<file path="src/rtl/full_adder_pkg.sv">
// Shared types for the full adder: the {cout,sum} result pair carried by the registered stage.
package full_adder_pkg;

    localparam int unsigned RESULT_W = 2;

    typedef struct packed {
        logic cout;
        logic sum;
    } fa_result_t;

    // Packs carry and sum into a result word, carry in the MSB.
    function automatic fa_result_t fa_pack(input logic carry, input logic s);
        fa_result_t r;
        r.cout = carry;
        r.sum  = s;
        return r;
    endfunction

endpackage

</file>
<file path="src/rtl/half_adder.sv">
// One-bit half adder: sum = a ^ b, carry = a & b.
module half_adder (
    input  logic a,
    input  logic b,
    output logic sum,
    output logic carry
);

    assign sum   = a ^ b;
    assign carry = a & b;

endmodule

</file>
<file path="src/rtl/full_adder.sv">
// One-bit full adder built from two half adders, with an optional valid-qualified output register.
module full_adder
    import full_adder_pkg::*;
#(
    parameter bit REG_OUT = 1'b1
) (
    input  logic clk,
    input  logic rst,
    input  logic a,
    input  logic b,
    input  logic cin,
    input  logic in_valid,
    output logic sum,
    output logic cout,
    output logic sum_q,
    output logic cout_q,
    output logic valid_q
);

    logic       ha0_sum;
    logic       ha0_carry;
    logic       ha1_carry;
    fa_result_t result;

    half_adder u_ha0 (
        .a     (a),
        .b     (b),
        .sum   (ha0_sum),
        .carry (ha0_carry)
    );

    half_adder u_ha1 (
        .a     (ha0_sum),
        .b     (cin),
        .sum   (sum),
        .carry (ha1_carry)
    );

    // At most one of the two half-adder carries can be set, so OR completes the carry.
    assign cout   = ha0_carry | ha1_carry;
    assign result = fa_pack(cout, sum);

    generate
        if (REG_OUT) begin : g_reg
            fa_result_t result_q;
            logic       valid_r;

            // Result holds when in_valid is low; valid drops so stale data is not re-flagged.
            always_ff @(posedge clk or posedge rst) begin
                if (rst) begin
                    result_q <= '0;
                    valid_r  <= 1'b0;
                end else begin
                    valid_r <= in_valid;
                    if (in_valid) begin
                        result_q <= result;
                    end
                end
            end

            assign sum_q   = result_q.sum;
            assign cout_q  = result_q.cout;
            assign valid_q = valid_r;
        end else begin : g_noreg
            assign sum_q   = 1'b0;
            assign cout_q  = 1'b0;
            assign valid_q = 1'b0;
        end
    endgenerate

endmodule

</file>
<file path="config.mk">
export PLATFORM = sky130hd
export DESIGN_NAME = full_adder
export DESIGN_NICKNAME = d
export VERILOG_FILES = /design/src/rtl/full_adder_pkg.sv /design/src/rtl/half_adder.sv /design/src/rtl/full_adder.sv
export SDC_FILE = /design/constraint.sdc
export NUM_CORES = 1
export LEC_CHECK = 0
export ABC_CLOCK_PERIOD_IN_PS = 1070
export CELL_PAD_IN_SITES_DETAIL_PLACEMENT = 1
export CELL_PAD_IN_SITES_GLOBAL_PLACEMENT = 2
export CORE_AREA = 2 2 39 41
export CTS_CLUSTER_SIZE = 40
export DETAILED_ROUTE_END_ITERATION = 6
export DIE_AREA = 0 0 41 43
export GPL_TIMING_DRIVEN = 0
export PLACE_DENSITY = 0.43
export SYNTH_ARGS = -nofsm -noshare
export SYNTH_HDL_FRONTEND = slang
export SYNTH_SLANG_ARGS = --single-unit
</file>
<file path="constraint.sdc">
create_clock -name clk -period 1.07 [get_ports clk]
set_clock_uncertainty 0.2 [all_clocks]
set_input_delay 0.107 -clock clk [delete_from_list [all_inputs] [get_ports clk]]
set_output_delay 0.107 -clock clk [all_outputs]
set_load 0.005 [all_outputs]
</file>
# After elaboration in Yosys (flattened, before gate mapping)
# Cells that the tools add are included.
# word_totals
regBits,3
in_bits,6
# op_classes
bitwise_logic,5
# op_table
cell,count
$and A1 B1 Y1,2
$xor A1 B1 Y1,2
$or A1 B1 Y1,1

# Longest topological paths before layout
# logic_depth
word_depth,3
mapped_depth,2
ltp_nobuf,2

# Cells and area by module
# A second synthesis with hierarchy kept.
# unflattened
cells_unflattened,9
hier_area_um2,136.4
# by_module_without_submodules
mod,instances,cells_per_inst,area_per_inst_um2,seq_area_each_um2
full_adder,1,7,111.4,75.1
half_adder,2,1,12.5,0.0

# Worst setup path after synthesis
# No wires, ideal clock.
# synth_path
path_type,input-to-reg
from,input a
to,register g_reg.result_q (netlist bit sum_q)
setup_time_ns,0.125
arrival_time_ns,0.867
required_time_ns,0.745
slack_ns,-0.121
path_stages,2
cell_sequence,fa_1 mux2_2
# synth_between
elab_chain_cells,2
# synth_rtl
item,line,text
start: declaration,full_adder.sv:9,"input logic a,"
$xor A1 B1 Y1 (2 in series),half_adder.sv:9,assign sum = a ^ b;
end signal: assignment,full_adder.sv:56,result_q <= result;
end: declaration,full_adder.sv:45,fa_result_t result_q;
# No other way between the ends.
# A chain may end at the register's enable or synchronous reset.

# Final worst setup path
# layout_path
from,input b
to,output sum
# layout_between
elab_chain_cells,2
# layout_rtl
item,line,text
start: declaration,full_adder.sv:10,"input logic b,"
$xor A1 B1 Y1 (2 in series),half_adder.sv:9,
end: declaration,full_adder.sv:13,"output logic sum,"
# No other way between the ends.

==> flow_summary.toml <==
[clock_network]
clkSinkCount = 3
clock_path_buffers = 2
worstSkewPairLatency_ns = 0.23
cts_root_buf = "clkbuf_4"
h-tree-depth = 1
clk_pin_slew_ns = 0.03
numCtsBuffers = 3
cts_tree = "built"

[sta]
fin_crit_sh = 1.10
finalCriticalPeriod_ns = 1.17
rsz0062_at_grt = "true"
final_max_slew_viol_count = 0
fin_ws_ns = -0.103
finalSetupViolCount = 2
finalHoldViolations = 0
holdWs_ns = 0.102
slew-limit-headroom = 0.911
worst_pin_slew_ns = 0.133
max_freq_mhz = 852

[cells_and_area]
nFillCells = 168
ff_latch_area_sq_um = 75.1
fin_util = 0.193
final_common_cell = "buf_2"
nNetsFinal = 32
multi_input_area_sq_um = 45.0
area_growth_pct = 121
final_layout_size_suffix_gt1_frac = 0.667
design_area_sq_um = 268
stdcell_count = 40
antenna_cells = 0
layout_common_cells = "buf_2, clkbuf_4, dfrtp_1"

[pwr]
swShare = 0.211
p_comb_frac = 0.218
clkPwrFrac = 0.462
seqPwrFrac = 0.320
intPower_mw = 0.330
peakVddDrop_mv = 0.192
p_per_area_nw_per_um2 = 1560
p_total_mw = 0.418
p_sw_mw = 0.0883
power.leakage_nw = 0.127

[critical_path]
crit_cells = 3
cp_cell_sequence = "buf_6, fa_2, buf_2"
cp-start-kind = "primary input"
rrSetupSlack_ns = 0.03
cp_top_family = "adder cells"
cp.required_ns = 0.76
arrival_ns = 0.87
r2r_end = "sum_q$_DFFE_PP0P_"
critical_path_buf_inv_count = 2
slowest_delay_ns = 0.56
crit_type = "in2out"
cp-startpoint = "b"
critPathCaptureType = "output pin"
r2r_cells = 2
critPathMaxFanout = 2
rr_startpoint = "sum_q$_DFFE_PP0P_"
slowest_stage = "fa_2"
cp-endpoint = "sum"

[die]
rows = 14
dieArea_sq_um = 1760
core_area_sq_um = 1380
start_util = 0.0877
die_w_um = 41
io_pins = 11
die_h_um = 43

[synth]
yosysSeqAreaShare = 0.619
netlist_area_sq_um = 121
synth.distinct_cells = 4
syn_inst = 7
syn_area_per_cell_sq_um = 17.3
ys_seq_elements = 3
yosys_warnings = 0
syn_nets = 14

[worst_hold_path]
hp-class = "in2reg"

[grt]
grt_overflow_total = 0
antenna_found_initial = 0
grt_usage = 0.0535
grt_pass1_wl_um = 510
grt_max_degree = 4
grt_pass1_vias = 116

[routing]
wl_per_cell_um = 8.68
via_per_inst = 2.95
routed_wl_um = 347
first_pass_iters = 2
drtIter0Drc = 1
drc = 0
via_count = 118
ant_nets = 0

[place]
port_buffers = 10
dp_cells = 33
placed_cell_area_sq_um = 244
globalplace.congestion = 0.578

[run]
maxCapViolations = 0

[outcome]
violations = "negative setup slack"
status = "finished, violations left"
[power groups by stage]
stage | clock (mW) | combinational (mW) | sequential, mW
6_report | 0.193 | 0.0911 | 0.134
3_3_place_gp | 0 | 0.0982 | 0.136
5_1_grt | 0.219 | 0.100 | 0.135
4_1_cts | 0.206 | 0.0987 | 0.134
3_5_place_dp | 0 | 0.0966 | 0.136
2_1_floorplan | 0 | 0.0238 | 0.137
[cell type report]
class,instances,share of cell area
Tap cell,16,0.0748
Multi-Input combinational cell,3,0.168
Sequential cell,3,0.280
Inverter,1,0.0140
Clock buffer,4,0.0981
Timing Repair Buffer,13,0.364
[worst min-delay path, cell delays in order]
cell	delay, ns
buf_6	0.07
fa_2	0.18
mux2_2	0.13
[stage by stage]
stage	TNS (ns)	setup WS, ns
6_report	-0.166	-0.103
3_3_place_gp	-2.75	-0.880
4_1_cts	-0.164	-0.108
3_5_place_dp	-2.74	-0.883
5_1_grt	-0.171	-0.112
2_1_floorplan	-0.0827	-0.0827
[metal layers]
layer / up-vias / share of wire / GRT usage
met4: 0 / 0 / 0.0800
met1: 50 / 0.39 / 0.0458
met5: - / 0 / 0
met3: 0 / 0.21 / 0.0524
met2: 11 / 0.40 / 0.0531
li1: 57 / - / -
[flip-flops by register name, summed over array words and instances, names as in the netlist]
name / count
cout_q: 1
sum_q: 1
valid_q: 1
[synthesized netlist by cell type (all sizes together)]
master  instances  area (sq um)
inv             1          3.75
dfrtp           3          75.1
fa              1          20.0
mux2            2          22.5
[what timing repair did]
action,in CTS,in global routing
resized for setup,33,1
setup endpoints to repair,7,3
buffers inserted,3,0
pin swaps,1,1
hold buffers,1,0
endpoints found under the hold margin,3,0
[how the worst min path moves through the flow]
stage | start | end | slack, ns | depth (start not counted)
after floorplan | rst | cout_q$_DFFE_PP0P_ | -0.34 | 1
after global placement | rst | cout_q$_DFFE_PP0P_ | 0.09 | 2
after detailed placement | rst | cout_q$_DFFE_PP0P_ | 0.08 | 2
after CTS | cin | cout_q$_DFFE_PP0P_ | 0.11 | 3
after global routing | cin | cout_q$_DFFE_PP0P_ | 0.12 | 3
final | cin | cout_q$_DFFE_PP0P_ | 0.10 | 3
[cell families after synthesis]
kind of cell,synth area share
flip-flops,0.619
multiplexers,0.186
buffers and inverters,0.0309
adder cells (fa/ha/maj),0.165
Note: power is estimated with default switching activity, not from simulation.
